--- config.mk ---
export PLATFORM = sky130hd
export DESIGN_NAME = cfg_shift_chain
export DESIGN_NICKNAME = d
export VERILOG_FILES = /design/src/rtl/cfg_chain_pkg.sv /design/src/rtl/cfg_bit_counter.sv /design/src/rtl/cfg_shift_chain.sv
export SDC_FILE = /design/constraint.sdc
export NUM_CORES = 1
export LEC_CHECK = 0
export ABC_AREA = 1
export CORE_MARGIN = 3
export CORE_UTILIZATION = 53
export CTS_CLUSTER_DIAMETER = 80
export DETAILED_ROUTE_END_ITERATION = 16
export GPL_TIMING_DRIVEN = 1
export PLACE_DENSITY = 0.84
export SYNTH_ARGS = -nofsm -noshare
export SYNTH_HDL_FRONTEND = slang
export SYNTH_SLANG_ARGS = --single-unit
--- constraint.sdc ---
create_clock -name clk -period 1.67 [get_ports clk]
set_input_delay 0.501 -clock clk [delete_from_list [all_inputs] [get_ports clk]]
set_output_delay 0.501 -clock clk [all_outputs]
set_load 0.02 [all_outputs]
--- src/rtl/cfg_chain_pkg.sv ---
// -----------------------------------------------------------------------------
// cfg_chain_pkg
// Shared definitions for the configuration shift chain:
//   - cfg_state_e : chain controller state encoding (IDLE, SHIFT, COMMIT, DONE)
//   - chain_len   : number of stored configuration bits per block
//   - count_width : width of the bit counter for a given chain length
// No ports (package).
// -----------------------------------------------------------------------------
package cfg_chain_pkg;

    typedef enum logic [1:0] {
        ST_IDLE   = 2'd0,
        ST_SHIFT  = 2'd1,
        ST_COMMIT = 2'd2,
        ST_DONE   = 2'd3
    } cfg_state_e;

    // Stored bits per block: every group carries its LUT bits then its mode bits.
    function automatic int chain_len(input int num_groups, input int x_bits, input int q_bits);
        return num_groups * (x_bits + q_bits);
    endfunction

    // Two spare codes above the chain length leave room for an optional
    // trailing parity bit without the counter ever wrapping.
    function automatic int count_width(input int len);
        return $clog2(len + 2);
    endfunction

endpackage

--- src/rtl/cfg_bit_counter.sv ---
// -----------------------------------------------------------------------------
// cfg_bit_counter
// Counts configuration bits accepted by the chain controller.
// Ports:
//   clk_i    : clock, rising edge
//   reset_ni : synchronous active-low reset (count -> 0)
//   clr_i    : synchronous clear, has priority over en_i
//   en_i     : increment by one
//   tc_o     : high while the count equals TERM-1, i.e. the next accepted
//              bit is the last one of the block
// -----------------------------------------------------------------------------
module cfg_bit_counter #(
    parameter int TERM = 26,
    parameter int W    = 5
) (
    input  logic clk_i,
    input  logic reset_ni,
    input  logic clr_i,
    input  logic en_i,
    output logic tc_o
);

    localparam logic [W-1:0] TC_VAL = W'(TERM - 1);
    localparam logic [W-1:0] ONE    = W'(1);

    logic [W-1:0] count_q;
    logic [W-1:0] count_d;

    // Next-count selection: clear wins over increment.
    always_comb begin
        count_d = count_q;
        if (clr_i) begin
            count_d = '0;
        end else if (en_i) begin
            count_d = count_q + ONE;
        end else begin
            count_d = count_q;
        end
    end

    // Count register with synchronous reset.
    always_ff @(posedge clk_i) begin
        if (!reset_ni) begin
            count_q <= '0;
        end else begin
            count_q <= count_d;
        end
    end

    assign tc_o = (count_q == TC_VAL);

endmodule

--- src/rtl/cfg_shift_chain.sv ---
// -----------------------------------------------------------------------------
// cfg_shift_chain
// Serially loads NUM_GROUPS configuration words (X_BITS LUT bits + Q_BITS mode
// bits each) into a shadow register, commits them atomically to the active
// outputs, then forwards the program token and the rest of the bitstream to
// the next block in the daisy chain.
//
// Optional feature (macro CFG_PARITY_CHK_EN): one extra even-parity bit
// follows the configuration bits; a failing check blocks the commit and
// raises cfg_err while the token/bypass still proceed.
//
// Ports:
//   clk           : clock, rising edge
//   reset         : synchronous active-low reset
//   prgm_b_in     : global program strobe, active-low
//   cb_prgm_b_in  : program token from upstream, active-high
//   bit_in_CB     : serial configuration bit
//   cb_prgm_b_out : token to downstream (registered)
//   bit_out_CB    : serial bypass to downstream (registered)
//   cfg_x         : committed LUT bits
//   cfg_q         : committed mode bits
//   cfg_done      : configuration committed
//   cfg_err       : parity failure (0 when parity checking is not built)
// -----------------------------------------------------------------------------
module cfg_shift_chain
    import cfg_chain_pkg::*;
#(
    parameter int NUM_GROUPS = 2,
    parameter int X_BITS     = 9,
    parameter int Q_BITS     = 4
) (
    input  logic                         clk,
    input  logic                         reset,
    input  logic                         prgm_b_in,
    input  logic                         cb_prgm_b_in,
    input  logic                         bit_in_CB,
    output logic                         cb_prgm_b_out,
    output logic                         bit_out_CB,
    output logic [NUM_GROUPS*X_BITS-1:0] cfg_x,
    output logic [NUM_GROUPS*Q_BITS-1:0] cfg_q,
    output logic                         cfg_done,
    output logic                         cfg_err
);

    localparam int CHAIN_LEN = chain_len(NUM_GROUPS, X_BITS, Q_BITS);
    localparam int GRP_LEN   = X_BITS + Q_BITS;
    localparam int CNT_W     = count_width(CHAIN_LEN);
`ifdef CFG_PARITY_CHK_EN
    localparam int NUM_BITS  = CHAIN_LEN + 1;
`else
    localparam int NUM_BITS  = CHAIN_LEN;
`endif

    cfg_state_e                   state_q, state_d;
    logic [CHAIN_LEN-1:0]         shadow_q, shadow_d;
    logic [NUM_GROUPS*X_BITS-1:0] x_q, x_d;
    logic [NUM_GROUPS*Q_BITS-1:0] mode_q, mode_d;
    logic                         done_q, done_d;
    logic                         token_q, token_d;
    logic                         bout_q, bout_d;
`ifdef CFG_PARITY_CHK_EN
    logic                         par_q, par_d;
    logic                         err_q, err_d;
`endif

    logic                         en_s;
    logic                         tc_s;
    logic                         store_s;
    logic                         cnt_clr_s;
    logic                         cnt_en_s;
    logic [CHAIN_LEN-1:0]         shift_s;
    logic [NUM_GROUPS*X_BITS-1:0] x_map_s;
    logic [NUM_GROUPS*Q_BITS-1:0] mode_map_s;

    assign en_s    = ~prgm_b_in & cb_prgm_b_in;
    assign shift_s = {shadow_q[CHAIN_LEN-2:0], bit_in_CB};

`ifdef CFG_PARITY_CHK_EN
    // The trailing parity bit is consumed but never enters the shadow.
    assign store_s = ~tc_s;
`else
    assign store_s = 1'b1;
`endif

    // Shadow-to-output bit mapping: per group, LUT bits sit below mode bits.
    for (genvar g = 0; g < NUM_GROUPS; g++) begin : g_map
        for (genvar i = 0; i < X_BITS; i++) begin : g_x
            assign x_map_s[g*X_BITS+i] = shadow_q[g*GRP_LEN+i];
        end
        for (genvar i = 0; i < Q_BITS; i++) begin : g_q
            assign mode_map_s[g*Q_BITS+i] = shadow_q[g*GRP_LEN+X_BITS+i];
        end
    end

    cfg_bit_counter #(
        .TERM (NUM_BITS),
        .W    (CNT_W)
    ) u_cnt (
        .clk_i    (clk),
        .reset_ni (reset),
        .clr_i    (cnt_clr_s),
        .en_i     (cnt_en_s),
        .tc_o     (tc_s)
    );

    // Next-state and next-output logic of the chain controller.
    always_comb begin
        state_d   = state_q;
        shadow_d  = shadow_q;
        x_d       = x_q;
        mode_d    = mode_q;
        done_d    = done_q;
        token_d   = 1'b0;
        bout_d    = 1'b0;
        cnt_clr_s = 1'b0;
        cnt_en_s  = 1'b0;
`ifdef CFG_PARITY_CHK_EN
        par_d     = par_q;
        err_d     = err_q;
`endif
        case (state_q)
            ST_IDLE: begin
                if (en_s) begin
                    shadow_d = shift_s;
                    cnt_en_s = 1'b1;
                    done_d   = 1'b0;
`ifdef CFG_PARITY_CHK_EN
                    par_d    = bit_in_CB;
                    err_d    = 1'b0;
`endif
                    state_d  = ST_SHIFT;
                end else begin
                    state_d  = ST_IDLE;
                end
            end
            ST_SHIFT: begin
                if (en_s) begin
                    cnt_en_s = 1'b1;
                    if (store_s) begin
                        shadow_d = shift_s;
                    end else begin
                        shadow_d = shadow_q;
                    end
`ifdef CFG_PARITY_CHK_EN
                    par_d    = par_q ^ bit_in_CB;
`endif
                    if (tc_s) begin
                        state_d = ST_COMMIT;
                    end else begin
                        state_d = ST_SHIFT;
                    end
                end else begin
                    // Abort: partial load is discarded, active outputs untouched.
                    cnt_clr_s = 1'b1;
                    state_d   = ST_IDLE;
                end
            end
            ST_COMMIT: begin
                cnt_clr_s = 1'b1;
                token_d   = 1'b1;
                bout_d    = bit_in_CB;
                state_d   = ST_DONE;
`ifdef CFG_PARITY_CHK_EN
                if (par_q) begin
                    err_d  = 1'b1;
                    done_d = 1'b0;
                end else begin
                    x_d    = x_map_s;
                    mode_d = mode_map_s;
                    err_d  = 1'b0;
                    done_d = 1'b1;
                end
`else
                x_d       = x_map_s;
                mode_d    = mode_map_s;
                done_d    = 1'b1;
`endif
            end
            ST_DONE: begin
                if (prgm_b_in || !cb_prgm_b_in) begin
                    state_d = ST_IDLE;
                end else begin
                    token_d = 1'b1;
                    bout_d  = bit_in_CB;
                    state_d = ST_DONE;
                end
            end
            default: begin
                cnt_clr_s = 1'b1;
                state_d   = ST_IDLE;
            end
        endcase
    end

    // Controller state and registered outputs, synchronous reset first.
    always_ff @(posedge clk) begin
        if (!reset) begin
            state_q  <= ST_IDLE;
            shadow_q <= '0;
            x_q      <= '0;
            mode_q   <= '0;
            done_q   <= 1'b0;
            token_q  <= 1'b0;
            bout_q   <= 1'b0;
`ifdef CFG_PARITY_CHK_EN
            par_q    <= 1'b0;
            err_q    <= 1'b0;
`endif
        end else begin
            state_q  <= state_d;
            shadow_q <= shadow_d;
            x_q      <= x_d;
            mode_q   <= mode_d;
            done_q   <= done_d;
            token_q  <= token_d;
            bout_q   <= bout_d;
`ifdef CFG_PARITY_CHK_EN
            par_q    <= par_d;
            err_q    <= err_d;
`endif
        end
    end

    assign cb_prgm_b_out = token_q;
    assign bit_out_CB    = bout_q;
    assign cfg_x         = x_q;
    assign cfg_q         = mode_q;
    assign cfg_done      = done_q;
`ifdef CFG_PARITY_CHK_EN
    assign cfg_err       = err_q;
`else
    assign cfg_err       = 1'b0;
`endif

endmodule

# After elaboration in Yosys (flattened, before gate mapping)
# Cells that the tools add are included.
# op_classes
add_sub_neg	1
eq_ne	5
mux	15
bitwise	3
reduce_logical	8
# op_table
cell	count
1-bit case mux with 2 select lines	4
2-bit case mux with 4 select lines	1
1-bit two-way mux	7
2-bit two-way mux	3
5-bit by 1-bit adder with 5-bit output (second input constant)	1
5-bit == test (second input constant)	1
2-bit == test (second input constant)	2
2-bit AND reduction	2
2-bit OR reduction	2
2-bit by 1-bit == test with 1-bit output (second input constant)	1
2-bit zero test	1
2-bit inequality test (second input constant)	1
1-bit NOT	2
2-bit nonzero test	1
1-bit AND	1
1-bit zero test	1
1-bit logical OR	1
# totals
regBits	62
in_bits	5
out_inout_bits	30

# Longest topological paths before layout
# depth
depth_word	5
mapped_depth	9
ltp_nobuf	8

# Modules after synthesis
# Synthesis repeated with hierarchy kept, for this count alone.
# unflattened
cells_unflattened	303
hier_area_um2	2353.5
# modules_own_cells
mod	n_inst	cells_each	area_each_um2	seq_area_each_um2
cfg_shift_chain	1	269	2109.5	1141.1
cfg_bit_counter	1	34	244.0	100.1

# Worst setup path after synthesis
# No wires, ideal clock.
# synth_timing
kind	register -> register
start	register state_q[0]
end	register state_q[0]
t_arrival_ns	1.121
setup_slack_ns	0.440
stages_incl_launch_ff	10
period_less_slack_ns	1.230
path_cell_list	dfxtp_1 > inv_1 > ha_1 > buf_4 > inv_2 > nand2_1 > inv_1 > nand3_1 > nand2_1 > inv_1
# synth_via
elab_chain_len	2
elab_cells_between_ends	5
cone_classes	3 x eq/ne; 1 x mux; 1 x reduce/logical
# synth_rtl
element	line_no	source
start: declaration	cfg_shift_chain.sv:54	cfg_state_e state_q, state_d;
start signal: assignment	cfg_shift_chain.sv:210	state_q <= state_d;
2-bit == test, or another cell as far along	cfg_shift_chain.sv:121	case (state_q)
2-bit case mux with 4 select lines (*)	cfg_shift_chain.sv:121	
# Every way passes the cells marked *; elsewhere a longest branch is shown, timed or not.
# A chain may end at the register's enable or synchronous reset.

# Worst setup path in the final report
# layout_timing
start	register x_q[9] (netlist: cfg_x[9])
end	output port cfg_x[9]
# layout_lines
element	line_no	source
start: declaration	cfg_shift_chain.sv:56	logic [NUM_GROUPS*X_BITS-1:0] x_q, x_d;
start signal: assignment	cfg_shift_chain.sv:200	x_q <= '0;
start signal: assignment	cfg_shift_chain.sv:212	x_q <= x_d;
end: declaration	cfg_shift_chain.sv:39	output logic [NUM_GROUPS*X_BITS-1:0] cfg_x,
# No word-level cell between the ends.

==> impl_metrics.csv <==
group,metric,value,unit
outcome,status,"finished, final reports clean",
clocking,cts_root_buf,"clkbuf_8",
worst_setup_path,timing.critical_path.to_type,"output port",
worst_setup_path,setup.reg_to_reg.worst_slack,280,ps
synthesis,post-synth-top-count-cell,"nor2_1",
drt,drtIter0Drc,102,
grt,antenna_found_initial,0,
worst_setup_path,crit_path_top_delay_cell,"dlygate4sd2_1",
clocking,max-clock-path-buffers,2,
power_and_ir_drop,leakage,0.00143,uW
job,maxCapViolations,0,
layout,finish.net_count,355,
worst_setup_path,regToRegStartpoint,"state_q[0]$_SDFF_PN0_",
layout,final_core_utilization,70.1,%
clocking,cts_made_buffers,9,
floorplan,start_util,57.0,%
hold_path,type_of_the_tightest_min_delay_check,"reg2reg",
worst_setup_path,cp.depth,1,
floorplan,die_w,73.0,um
worst_setup_path,crit_buf_inv,1,
sta,total_count_of_hold_check_failures_in_the_final_report,0,
synthesis,ys_seq_elements,62,
synthesis,post_synth_mux_area_share,0,%
sta,final-max-slew-violation-count,0,
synthesis,yosysUniqueCellTypes,23,
floorplan,die_area,0.00533,sq mm
layout,n_antenna_cell,0,
floorplan,fp.coreArea,0.00417,sq mm
clocking,cts_repair_resize_count,29,
drt,num_vias,1965,
synthesis,synth_nets,316,
synthesis,synth.cell_area,0.00238,sq mm
worst_setup_path,startpoint,"cfg_x[9]$_SDFFE_PN0P_",
floorplan,die-height,73.0,um
placement,port-buffer-count,33,
worst_setup_path,data_required_time_of_the_worst_path,1170,ps
clocking,clock_edge_transition_at_the_registers_on_the_reported_setup_and_hold_paths,70,ps
worst_setup_path,start_kind,"register",
sta,grt_setup_unrepaired,"false",
drt,detailed_routing_iteration_count_for_the_pre_antenna_repair_pass,6,
placement,post-place-ws,-121,ps
worst_setup_path,worst_setup_path_endpoint,"cfg_x[9]",
layout,register_area,0.00124,sq mm
clocking,cts_tree,"done",
sta,finalClockSkew,4.78,ps
synthesis,yosysSeqAreaShare,52.2,%
synthesis,complex_gate_fraction_of_the_synthesized_area,12.8,%
grt,global_route_wire_length_before_repair,7.63,mm
synthesis,synth_simple_gate_area_share,24.3,%
clocking,clock_sink_count,62,
clocking,cts_post_setup_buffers_inserted,0,
power_and_ir_drop,power-per-cell-area,1010,mW/mm^2
synthesis,parity_gate_share_of_the_synthesized_area_counting_xor_and_xnor_cells,0.368,%
sta,timing.final.ws_setup,165,ps
drt,drc,0,
synthesis,synthesis.instances,305,
grt,grt.overflow.total,0,
clocking,cts-htree-levels,3,
sta,finalSetupViolCount,0,
floorplan,site_rows,23,
worst_setup_path,ff2ff_path_depth,8,
clocking,cts_hold_buffers,0,
drt,routed_wl,4.50,mm
grt,gr-usage-all-layers,18.7,%
drt,route.antenna.remaining_nets,0,
sta,period_minus_slack,1510,ps
synthesis,cell_types_with_the_largest_area_share_after_synthesis,"dfxtp_1 52%, nor2_1 17%, o21ai_0 11%",
grt,via_count_of_the_first_global_routing_pass,1803,
drt,post_drt_wl_per_cell,11.3,um
floorplan,pin_count,35,
synthesis,synth_top_cells_by_count,"107 x nor2_1, 62 x dfxtp_1, 54 x o21ai_0, 21 x nand2_1, 11 x inv_1",
worst_setup_path,critical_path.reg2reg.endpoint,"shadow_q[2]$_SDFFE_PN0P_",
layout,area_overhead_vs_synth,23.0,%
worst_setup_path,worst_path_largest_cell_delay,340,ps
synthesis,synthesis.yosys.warnings,0,
drt,mean_number_of_vias_per_cell,4.92,
synthesis,synth_area_per_cell,7.80,sq um
sta,maximum_achievable_frequency,0.664,GHz
worst_setup_path,cp_max_fo,2,
power_and_ir_drop,report.power.total,2950,uW
clocking,clkLatencyLatePin,330,ps
worst_setup_path,path_cells,"dlygate4sd2_1",
synthesis,yosys.area_share.adder,3.16,%
layout,combined_area_of_the_multi_input_logic_cells,970,sq um
placement,replace_congestion,0.779,
synthesis,synth_largest_area_cell,"dfxtp_1",
placement,detailedPlacementHpwl,3.06,mm
layout,drive_gt1_share,10.0,%
grt,grt_max_degree,47,
worst_setup_path,criticalPathCategory,"reg2out",
sta,layout_worst_path_cycle_share,90.1,%
synthesis,fraction_of_synthesis_flops_using_an_asynchronous_set_or_reset_pin,0,%
worst_setup_path,worst_ep_arrival_time,1000,ps
synthesis,fraction_of_synthesized_cell_area_taken_by_the_top_area_cell_type,52.2,%
layout,filler_cell_count,345,
power_and_ir_drop,vdd.ir_drop.worst,0.000597,V
synthesis,synth_edf_count,0,
synthesis,synth_top_flop_cell,"dfxtp_1",
worst_setup_path,cp_top_family,"buffers and inverters",
synthesis,largest_family_of_logic_cells_by_synthesized_area,"simple AND/OR/NAND/NOR gates",
==> through the flow <==
stage | instance area (sq um) | hold WS [ps] | TNS, ps | cells
finish | 2930 | 481 | 0 | 399
global route | 2930 | 518 | 0 | 399
CTS | 2930 | 492 | 0 | 399
detailed placement | 2780 | 477 | -2190 | 383
global placement | 2780 | 473 | -1360 | 383
floorplan | 2380 | 456 | 0 | 305
==> cells by family after synthesis <==
family,count (synthesis)
XOR/XNOR,1
AND/OR/NAND/NOR,143
adder cells (fa/ha/maj),6
flip-flops,62
other,1
AO/OA/AOI/OAI,61
buffers and inverters,31
==> sequential cells by signal, indices dropped and copies added, names as in the netlist <==
register / cells
shadow_q: 26
cfg_done: 1
cfg_q: 8
bit_out_CB: 1
cb_prgm_b_out: 1
u_cnt.count_q: 5
cfg_x: 18
state_q: 2
==> how the worst min path moves through the flow <==
stage                                          from                   endpoint  cells after the start
after floorplan           shadow_q[25]$_SDFFE_PN0P_  shadow_q[25]$_SDFFE_PN0P_                      2
after global placement    shadow_q[25]$_SDFFE_PN0P_      cfg_q[7]$_SDFFE_PN0P_                      2
after detailed placement      cfg_done$_SDFFE_PN0P_      cfg_done$_SDFFE_PN0P_                      2
after CTS                     cfg_done$_SDFFE_PN0P_      cfg_done$_SDFFE_PN0P_                      2
after global routing          cfg_done$_SDFFE_PN0P_      cfg_done$_SDFFE_PN0P_                      2
final                         cfg_done$_SDFFE_PN0P_      cfg_done$_SDFFE_PN0P_                      2
==> cells in the final DEF, fill, tap and decap left out, types with 2 or more instances in the layout <==
cell               n
clkbuf_8          12
inv_2              2
nand4_1            2
dfxtp_1           62
ha_1               6
nand2_2            2
buf_4             11
nand3_1            3
buf_12             2
or2_0              2
clkdlybuf4s50_1    4
a21oi_1            7
nand2_1           21
nor2_2             2
o21ai_0           54
dlygate4sd2_1     29
nor2_1           107
inv_1             11
clkinv_2           2
==> per-layer routing <==
metal  up-vias  share of wire [%]  global-route usage [%]
met5         -                  0                       0
met4         0                2.6                    12.7
met3         9                3.7                    4.68
met2        35                 46                    29.4
met1       880                 47                    22.4
li1       1041                  -                       -
==> cell type report <==
class	count	share of cell area (%)
flip-flops and latches	62	42.4
clock buffers	13	5.77
clock inverters	3	0.599
repair buffers	46	14.2
well taps	50	2.14
multi-input cells	212	33.1
inverters	13	1.67
==> worst reg2reg max path, cell delays in order (launching register included) <==
cell	delay (ps)
dfxtp_1	340
inv_1	90
ha_1	220
inv_2	70
nand2_1	70
nand2_2	90
buf_4	180
o21ai_0	170
nor2_1	60
==> where the power goes <==
group | internal, uW | total [uW] | switching [uW]
sequential | 1530 | 1560 | 36.9
combinational | 77.9 | 182 | 104
clock | 655 | 1200 | 545
Note: power is estimated with default switching activity, not from simulation.
